File: src/rtl/pio_osr_pkg.sv
// Shared types for the PIO output shift register.
//   fifo_status  : TX fifo empty/full flags
//   osr_state_t  : OSR_IDLE (accepting requests), OSR_LOAD (pop issued, capture pending)
//   OSR_W        : shift register width
package pio_osr_pkg;

    localparam int OSR_W = 32;

    typedef struct packed {
        logic empty;
        logic full;
    } fifo_status;

    typedef enum logic {
        OSR_IDLE = 1'b0,
        OSR_LOAD = 1'b1
    } osr_state_t;

endpackage

File: src/rtl/pio_osr_shifter.sv
// Combinational shift step of the output shift register.
//   osr      in   current shift register contents
//   n        in   bits to shift, 0 encodes 32
//   dir      in   1: LSBs leave first (shift right), 0: MSBs leave first (shift left)
//   out_data out  bits shifted out, right-justified, zero-extended
//   osr_next out  register contents after the shift, vacated bits zero
//   n_eff    out  decoded shift amount 1..32
module pio_osr_shifter
    import pio_osr_pkg::*;
(
    input  logic [OSR_W-1:0] osr,
    input  logic [4:0]       n,
    input  logic             dir,
    output logic [OSR_W-1:0] out_data,
    output logic [OSR_W-1:0] osr_next,
    output logic [5:0]       n_eff
);

    always_comb begin
        n_eff = (n == 5'd0) ? 6'd32 : {1'b0, n};
        if (dir) begin
            // A logical shift by the full width yields zero, so n_eff==32
            // gives an all-ones mask and an empty register.
            out_data = osr & ~({OSR_W{1'b1}} << n_eff);
            osr_next = osr >> n_eff;
        end else begin
            out_data = osr >> (6'd32 - n_eff);
            osr_next = osr << n_eff;
        end
    end

endmodule

File: src/rtl/pio_osr.sv
// Output shift register of a PIO state machine, downstream of the TX fifo.
// Words arrive by explicit PULL or autopull; OUT shifts 1..32 bits out.
//   clk, rst     clock; asynchronous active-high reset
//   fifo_data    TX fifo read data, valid the cycle after fifo_pop
//   fifo_stat    TX fifo empty/full flags
//   fifo_pop     pop strobe, only while the fifo is non-empty and in OSR_IDLE
//   out_req      OUT request, out_count bits (0 = 32)
//   pull_req     PULL request; pull_block selects stall vs. zero-load on empty
//   autopull_en  refill automatically once shift_cnt reaches the threshold
//   pull_thresh  autopull threshold (0 = RESET_THRESH)
//   shift_right  1: LSB first, 0: MSB first
//   out_data     shifted-out bits (zero for PULL completions), valid with out_valid
//   out_valid    one-cycle strobe: OUT or PULL completed this cycle
//   stall        current request cannot complete; the SM holds it
//   shift_cnt    bits consumed since last load, 0..32
//   state_dbg    current FSM state
// Optional build macro PIO_OSR_MOV_EN adds mov_load/mov_data, a direct
// register write from the state machine with top priority in OSR_IDLE.
//
// Handshake: a request is held by the SM while stall is high; it completes in
// the cycle where stall is low, and out_valid marks that cycle for OUT and
// PULL. out_valid and stall are combinational from state and requests.
module pio_osr
    import pio_osr_pkg::*;
#(
    parameter int RESET_THRESH = 32
) (
    input  logic             clk,
    input  logic             rst,
    input  logic [OSR_W-1:0] fifo_data,
    input  fifo_status       fifo_stat,
    output logic             fifo_pop,
    input  logic             out_req,
    input  logic [4:0]       out_count,
    input  logic             pull_req,
    input  logic             pull_block,
    input  logic             autopull_en,
    input  logic [4:0]       pull_thresh,
    input  logic             shift_right,
`ifdef PIO_OSR_MOV_EN
    input  logic             mov_load,
    input  logic [OSR_W-1:0] mov_data,
`endif
    output logic [OSR_W-1:0] out_data,
    output logic             out_valid,
    output logic             stall,
    output logic [5:0]       shift_cnt,
    output osr_state_t       state_dbg
);

    osr_state_t       state_q, state_d;
    logic [OSR_W-1:0] osr_q, osr_d;
    logic [5:0]       cnt_q, cnt_d;
    // Set while the pending load belongs to an explicit PULL, so the LOAD
    // cycle reports completion; autopull loads stay silent.
    logic             pend_q, pend_d;

    logic [OSR_W-1:0] sh_out, sh_next;
    logic [5:0]       n_eff;
    logic [5:0]       thresh;
    logic [6:0]       cnt_sum;
    logic [5:0]       cnt_sat;
    logic             need_refill;
    logic             mov_req;
    logic [OSR_W-1:0] mov_word;
    logic             unused_full;

    assign unused_full = fifo_stat.full;

`ifdef PIO_OSR_MOV_EN
    assign mov_req  = mov_load;
    assign mov_word = mov_data;
`else
    assign mov_req  = 1'b0;
    assign mov_word = '0;
`endif

    pio_osr_shifter u_shifter (
        .osr      (osr_q),
        .n        (out_count),
        .dir      (shift_right),
        .out_data (sh_out),
        .osr_next (sh_next),
        .n_eff    (n_eff)
    );

    assign thresh      = (pull_thresh == 5'd0) ? 6'(RESET_THRESH) : {1'b0, pull_thresh};
    assign need_refill = autopull_en && (cnt_q >= thresh);
    assign cnt_sum     = {1'b0, cnt_q} + {1'b0, n_eff};
    assign cnt_sat     = (cnt_sum > 7'd32) ? 6'd32 : cnt_sum[5:0];

    always_comb begin
        state_d   = state_q;
        osr_d     = osr_q;
        cnt_d     = cnt_q;
        pend_d    = pend_q;
        fifo_pop  = 1'b0;
        out_valid = 1'b0;
        stall     = 1'b0;
        out_data  = '0;
        // Outputs are forced to their reset values while rst is held.
        if (!rst) begin
            case (state_q)
                OSR_IDLE: begin
                    if (mov_req) begin
                        osr_d = mov_word;
                        cnt_d = 6'd0;
                        stall = pull_req | out_req;
                    end else if (pull_req) begin
                        if (!fifo_stat.empty) begin
                            fifo_pop = 1'b1;
                            stall    = 1'b1;
                            pend_d   = 1'b1;
                            state_d  = OSR_LOAD;
                        end else if (pull_block) begin
                            stall = 1'b1;
                        end else begin
                            osr_d     = '0;
                            cnt_d     = 6'd0;
                            out_valid = 1'b1;
                        end
                    end else if (need_refill) begin
                        // OUT waits until the refill lands, even on an empty fifo.
                        stall = out_req;
                        if (!fifo_stat.empty) begin
                            fifo_pop = 1'b1;
                            pend_d   = 1'b0;
                            state_d  = OSR_LOAD;
                        end
                    end else if (out_req) begin
                        out_valid = 1'b1;
                        out_data  = sh_out;
                        osr_d     = sh_next;
                        cnt_d     = cnt_sat;
                    end
                end
                OSR_LOAD: begin
                    osr_d     = fifo_data;
                    cnt_d     = 6'd0;
                    pend_d    = 1'b0;
                    state_d   = OSR_IDLE;
                    out_valid = pend_q;
                    stall     = mov_req | (!pend_q & (pull_req | out_req));
                end
                default: state_d = OSR_IDLE;
            endcase
        end
    end

    always_ff @(posedge clk or posedge rst) begin
        if (rst) begin
            state_q <= OSR_IDLE;
            osr_q   <= '0;
            cnt_q   <= 6'd32;
            pend_q  <= 1'b0;
        end else begin
            state_q <= state_d;
            osr_q   <= osr_d;
            cnt_q   <= cnt_d;
            pend_q  <= pend_d;
        end
    end

    assign shift_cnt = cnt_q;
    assign state_dbg = state_q;

endmodule
File: config.mk
export PLATFORM = sky130hd
export DESIGN_NAME = pio_osr
export DESIGN_NICKNAME = d
export VERILOG_FILES = /design/src/rtl/pio_osr_pkg.sv /design/src/rtl/pio_osr_shifter.sv /design/src/rtl/pio_osr.sv
export SDC_FILE = /design/constraint.sdc
export NUM_CORES = 1
export LEC_CHECK = 0
export CAP_MARGIN = 30
export CORE_ASPECT_RATIO = 1.75
export CORE_MARGIN = 5
export CORE_UTILIZATION = 60
export DETAILED_ROUTE_END_ITERATION = 8
export PLACE_DENSITY_LB_ADDON = 0.1
export SETUP_SLACK_MARGIN = 0.1
export SYNTH_ARGS = -nofsm -noshare
export SYNTH_HDL_FRONTEND = slang
export SYNTH_SLANG_ARGS = --single-unit
File: constraint.sdc
create_clock -name clk -period 8.8 [get_ports clk]
set_input_delay 1.76 -clock clk [delete_from_list [all_inputs] [get_ports clk]]
set_output_delay 1.76 -clock clk [all_outputs]
set_load 0.02 [all_outputs]
==> results.txt, run 1 <==
----------------------------------------------------
[Global routing]
  Leftover overflow at the end of global routing ... 0
  Wire length of the first global-routing pass ... approximately 65 mm
  Maximum number of pins on one net before global-route repair ... 63
  Aggregate global-route resource usage ... between 50% and 60%
  Via count of the first global-routing pass ... ~10k
  Antenna violations before repair ... 2

[Final layout]
  NumNets Final ... between 1k and 1.5k
  Total inserted antenna cells ... 0
  Layout overhead on the synthesized area ... 8.62%
  Fraction of final layout cells with drive strength greater than 1 ... around 16%

[STA]
  Worst clock skew ... ~0.0059 ns
  Final period utilization ... about four fifths
  Fin. max-slew vios ... 0
  Number of hold violations in the final report ... 0
  Final-layout setup total negative slack ... 0 ns
  Setup-failing EPs final ... 0
  Relative slew slack ... about a third
  Final setup margin ... approximately 1.7 ns
  Worst-Margin Slew ... around 1.0 ns
  Time the worst path needs with I/O delays and setup ... between 7 and 8 ns
  Setup repair after global routing missed its margin ... false
  Timing-limited maximum frequency ... about 0.14 GHz
  Worst hold slack ... slightly below 0.5 ns

[Critical path]
  Type of destination of the critical path ... output port
  Start of the worst register-to-register path ... osr_q[23]
  Worst setup slack for register-to-register paths ... between 5 and 6 ns
  Worst Setup Path Type ... primary input to output port
  Crit-path cells ... buf_4, clkinv_1, mux4_2, o211ai_1, and3_1, a2111oi_0, a211oi_1, clkdlybuf4s50_1
  Worst-case reg-to-reg path depth ... 6
  Peak per-stage delay on the critical path ... roughly 0.95 ns
  Kind of start point of the critical path ... primary input
  WP data required ... between 7 and 8 ns
  Critical Path Slowest Stage Cell ... clkinv_1
  Crit-path max FO ... 57
  Worst R2R End ... osr_q[21]
  Signal arrival time at the worst endpoint ... 5.30 ns

[CTS]
  Skew-Pair Late Insertion Delay ... roughly 0.30 ns
  CTS Hold Bufs ... 0
  Number of gates resized after CTS ... 0
  CTS max path bufs ... 2
  Clock tree from TritonCTS ... yes
  Register clock-pin slew on the reported worst setup and hold paths ... approximately 0.060 ns
  Number of clock sinks ... 40
  Clock tree root buffer cell ... clkbuf_16
  Number of buffers added by the clock tree synthesis step ... 5
  Post-CTS setup buffer count ... 0
  Number of H-tree branching levels ... 2

[Floorplan]
  # rows ... 59
  Die height ... around 170 um
  Die Footprint ... 0.0175 mm2
  Chip width ... just over 100 um
  Number of top-level pins ... 93
  Core area ... roughly 0.015 mm2
  Starting utilization of the core area ... approximately three fifths

[Worst hold path]
  Worst hold endpoint ... pend_q
  Min-Delay Startpoint ... pend_q
  Number of cells traversed by the worst hold path ... 2
  Hold/Removal Path Class ... register to register

[Yosys]
  Instance count of the mapped netlist ... approximately 1.1k
  Mapped Avg Cell Area ... 8.33 um2
  Yosys Warn Count ... 0
  EDFF count, synth ... 0
  Most common library cells after synthesis ... mux2i_1 (99), nor2_1 (97), nand2_1 (90), mux4_2 (70), clkbuf_1 (66)
  Net Count, Synth ... 1,130
  Post-synthesis instance area ... 0.00891 mm2
  Largest area contributor in the netlist ... mux4_2
  Share of Yosys cell area claimed by the top area cell type ... 17.7%
  Most area-consuming cells after synthesis ... mux4_2 (18%), mux2i_1 (11%), dfrtp_1 (11%)
  Number of storage elements in the synthesis netlist ... 40
  Most common cell in the synthesized netlist ... mux2i_1
  Share of synthesized registers carrying an async set or reset ... between 90% and 100%
  Sequential fraction of the synthesis area ... 11.3%
  Post-synth cell types ... 83
  Commonest register cell after synthesis ... dfrtp_1

[Flow run]
  Maximum Capacitance Violations ... 0

[Detailed routing]
  Initial drt markers ... 1,923
  Detailed-routing iteration count for the pre-antenna-repair pass ... 6
  Total number of vias ... 10.5k
  Final routed wire length divided by cell count ... approximately 35 um
  Total detailed-routing wirelength ... between 40 and 50 mm
  Drt drc ... 0
  DRT antenna net count ... 0
  Vias per inst ... 8.34

[Pwr]
  Total leakage power ... 3.62 nW
  Maximum vdd drop ... 0.000198 V
  Total Power Consumption ... around 2.2 mW
  Power per unit of standard cell area ... roughly 220 mW/mm2

[Place]
  Routability cong. ... 1.08
  Detailed placement HPWL ... between 20 and 30 mm
  Worst slack after detailed placement ... about 1.9 ns
  Number of buffers added on ports ... 91

[Outcome]
  Outcome ... finished clean

----------------------------------------------------
layout make-up:
type	count	area (um2)
Clock inverter	1	7.51
Clock buffer	7	143
Timing Repair Buffer	127	1160
Tap cell	183	229
Inverter	19	71.3
Fill cell	1345	5090
Multi-Input combinational cell	876	7060
Sequential cell	40	1000
worst max-delay path by stage:
stage                     depth (start not counted)            to         start  slack, ns
after global placement                            8  out_data[15]  out_count[2]       1.89
final                                             8  out_data[15]  out_count[2]       1.74
after global routing                              8  out_data[15]  out_count[2]       1.71
after detailed placement                          8  out_data[15]  out_count[2]       1.88
after floorplan                                   9   out_data[8]  out_count[2]       3.26
after CTS                                         8  out_data[15]  out_count[2]       1.88
cells by family after synthesis:
group	count (synthesis)	synth area share [%]
adder cells (fa/ha/maj)	10	1.40
AND/OR/NAND/NOR	338	17.9
flip-flops	40	11.3
buffers and inverters	153	9.72
XOR/XNOR	7	0.688
AO/OA/AOI/OAI	315	24.8
multiplexers	206	34.2
layout by cell type (no fill, tap or decap), drive strengths merged, types with 7 or more instances in the layout:
master / synthesis / layout
buf: 66 / 40
and3: 7 / 7
nor2b: 8 / 8
o311ai: 8 / 8
nor2: 97 / 97
mux2i: 99 / 99
o21ai: 53 / 53
clkbuf: 67 / 8
a221oi: 20 / 20
a21oi: 59 / 59
nand3: 47 / 47
dfrtp: 39 / 39
clkdlybuf4s50: 0 / 86
inv: 15 / 14
mux4: 74 / 74
a211oi: 19 / 19
nand4: 11 / 11
and2: 11 / 11
ha: 10 / 10
nand2: 91 / 91
a22oi: 11 / 11
mux2: 33 / 33
nand2b: 13 / 13
o211ai: 24 / 24
a32oi: 13 / 13
a31oi: 25 / 25
nor3: 27 / 27
o22ai: 19 / 19
power breakdown:
part | internal [mW] | leakage [nW] | switching [mW] | total (mW)
Sequential | 0.245 | 0.507 | 0.303 | 0.547
Combinational | 0.595 | 3.04 | 0.810 | 1.40
Clock | 0.113 | 0.0701 | 0.0882 | 0.202
Total | 0.953 | 3.62 | 1.20 | 2.15
flip-flops by register name (all words and copies together) (netlist names):
register / flops
osr_q: 32
state_dbg: 1
shift_cnt: 6
pend_q: 1
metrics by stage:
step | cell area, um2 | util [%] | cells
floorplan | 8910 | - | 1069
global placement | 9520 | 64.5 | 1244
detailed placement | 9520 | 64.5 | 1244
CTS | 9670 | 65.5 | 1252
global route | 9680 | 65.5 | 1253
finish | 9680 | 65.5 | 1253
layer usage:
| layer | global-route usage, % | vias to the layer above | routed length (um) |
|---|---|---|---|
| li1 | - | 4189 | - |
| met1 | 55.4 | 4819 | 13100 |
| met2 | 79.7 | 1064 | 19800 |
| met3 | 18.5 | 382 | 6160 |
| met4 | 38.7 | 2 | 5000 |
| met5 | 0 | - | 13 |
critical path: cells and delay by family:
| kind | cells | cell delay [ns] |
|---|---|---|
| muxes | 1 | 0.61 |
| and+or+nand+nor | 1 | 0.17 |
| AOI/OAI and AO/OA | 3 | 0.55 |
| buffers and inverters | 3 | 2.19 |
No activity file was read; power rests on OpenSTA's default activity.
==> inputs of run 2 (changes only) <==
- CORE_UTILIZATION: 60 -> 54
- clock period: 8.8 -> 5.8 ns (I/O delays scaled with it)
==> results.txt, run 2 (synthesized netlist as in run 1, its figures left out) <==
----------------------------------------------------
[Critical path]
  Crit-path max FO ... 6
  Peak per-stage delay on the critical path ... approximately 0.64 ns
  WP data required ... between 4 and 5 ns
  Signal arrival time at the worst endpoint ... 4.12 ns
  Critical Path Slowest Stage Cell ... clkdlybuf4s50_1
  Worst setup slack for register-to-register paths ... between 2 and 3 ns
  Type of destination of the critical path ... output port
  Worst-case reg-to-reg path depth ... 7
  Start of the worst register-to-register path ... shift_cnt[2]
  Worst R2R End ... osr_q[29]
  Crit-path cells ... clkdlybuf4s50_1, nor3_1, nand3_1, ha_1, o211ai_1, o2111ai_1, nand2_1, nand2_1, o22ai_1, clkdlybuf4s50_1
  Kind of start point of the critical path ... primary input
  Worst Setup Path Type ... primary input to output port

[CTS]
  Number of H-tree branching levels ... 2
  Clock tree from TritonCTS ... yes
  CTS max path bufs ... 2
  Register clock-pin slew on the reported worst setup and hold paths ... around 0.070 ns
  Number of gates resized after CTS ... 0
  Clock tree root buffer cell ... clkbuf_16
  Number of clock sinks ... 40
  Number of buffers added by the clock tree synthesis step ... 5
  Skew-Pair Late Insertion Delay ... approximately 0.3 ns
  Post-CTS setup buffer count ... 0
  CTS Hold Bufs ... 0

[Floorplan]
  Number of top-level pins ... a little over 90
  Core area ... around 0.016 mm2
  Chip width ... ~110 um
  Starting utilization of the core area ... 54.7%
  Die height ... 180 um
  Die Footprint ... about 0.019 mm2
  # rows ... 62

[STA]
  Relative slew slack ... between 30% and 40%
  Final-layout setup total negative slack ... 0 ns
  Timing-limited maximum frequency ... 0.189 GHz
  Final period utilization ... approximately nine tenths
  Worst-Margin Slew ... between 1 and 1.5 ns
  Worst hold slack ... about 0.49 ns
  Worst clock skew ... roughly 0.0085 ns
  Fin. max-slew vios ... 0
  Setup repair after global routing missed its margin ... false
  Setup-failing EPs final ... 0
  Time the worst path needs with I/O delays and setup ... between 5 and 6 ns
  Number of hold violations in the final report ... 0

[Final layout]
  Final Non-Filler Cells ... around 1.3k
  Register with the most flip-flops ... osr_q
  Leading cell types in the layout, fill and taps excluded ... mux2i_1 (99), nor2_1 (97), nand2_1 (90), clkdlybuf4s50_1 (86), buf_4 (71)
  NumNets Final ... between 1k and 1.5k
  Fraction of final layout cells with drive strength greater than 1 ... a little under a fifth
  Layout overhead on the synthesized area ... 12.1%
  Most common library cell in the layout ignoring fill and taps ... mux2i_1
  Number of flip-flops in the largest register ... 32
  Filler Cell Count ... ~1.5k
  Final design utilization ... between 60% and 70%

[Detailed routing]
  Drt drc ... 0
  Detailed-routing iteration count for the pre-antenna-repair pass ... 7
  Total detailed-routing wirelength ... between 40 and 50 mm
  DRT antenna net count ... 0
  Initial drt markers ... 1,757
  Final routed wire length divided by cell count ... 35.1 um
  Vias per inst ... around 8.2
  Total number of vias ... roughly 11k

[Pwr]
  Power per unit of standard cell area ... 333 mW/mm2
  Total Power Consumption ... 3.33 mW
  Total leakage power ... between 3 and 4 nW
  Maximum vdd drop ... 0.000302 V

[Global routing]
  Maximum number of pins on one net before global-route repair ... between 60 and 70
  Antenna violations before repair ... 3
  Via count of the first global-routing pass ... between 10k and 15k
  Aggregate global-route resource usage ... roughly 47%
  Wire length of the first global-routing pass ... a little under 70 mm
  Leftover overflow at the end of global routing ... 0

[Worst hold path]
  Hold/Removal Path Class ... register to register
  Min-Delay Startpoint ... osr_q[18]
  Number of cells traversed by the worst hold path ... 2
  Worst hold endpoint ... osr_q[18]

[Place]
  Number of buffers added on ports ... 91
  Detailed placement HPWL ... 32.7 mm
  Routability cong. ... between 1 and 1.5
  Instance count after placement with tap cells included ... ~1.3k

[Outcome]
  Outcome ... finished clean

[Flow run]
  Maximum Capacitance Violations ... 0

----------------------------------------------------
## run 2: metal layers
metal | up-vias | GRT usage, % | share of wire [%]
met5 | - | 3.17 | 0
met4 | 0 | 38.5 | 12
met3 | 386 | 14.1 | 12
met2 | 1087 | 74.0 | 45
met1 | 4901 | 51.9 | 30
li1 | 4263 | - | -
## run 2: critical path, delay by kind of cell
kind / cells / cell delay [ns]
AO/OA/AOI/OAI: 3 / 0.58
adder cells (fa/ha/maj): 1 / 0.30
buffers and inverters: 2 / 1.07
AND/OR/NAND/NOR: 4 / 1.01
## run 2: cell type report
type | count | area (um2) | area share [%]
clock buffer | 5 | 125 | 1.25
multi-input combinational | 876 | 7060 | 70.7
antenna | 1 | 2.50 | 0.0251
timing repair buffer | 162 | 1440 | 14.4
tap | 192 | 240 | 2.41
sequential | 40 | 1000 | 10.0
clock inverter | 3 | 42.5 | 0.426
inverter | 19 | 71.3 | 0.714
## run 2: report_power, final
group | switching, mW | internal, mW
Combinational | 1.29 | 0.941
Sequential | 0.392 | 0.373
Clock | 0.129 | 0.203
## run 2: how the worst max path moves through the flow
stage,depth (start not counted),to,slack (ns),start
floorplan,9,out_data[8],1.46,out_count[2]
global placement,10,out_data[11],0.62,pull_thresh[0]
detailed placement,11,out_data[0],0.64,pull_thresh[4]
CTS,10,out_data[11],0.64,pull_thresh[4]
global route,11,out_data[0],0.38,pull_thresh[0]
finish,10,out_data[11],0.52,pull_thresh[4]
## run 2: metrics by stage
stage                     setup slack (ns)  instance area [um2]
after floorplan                       1.46                 8910
after global placement               0.618                 9800
after detailed placement             0.640                 9800
after CTS                            0.641                 9970
after global routing                 0.377                 9980
final                                0.521                 9980
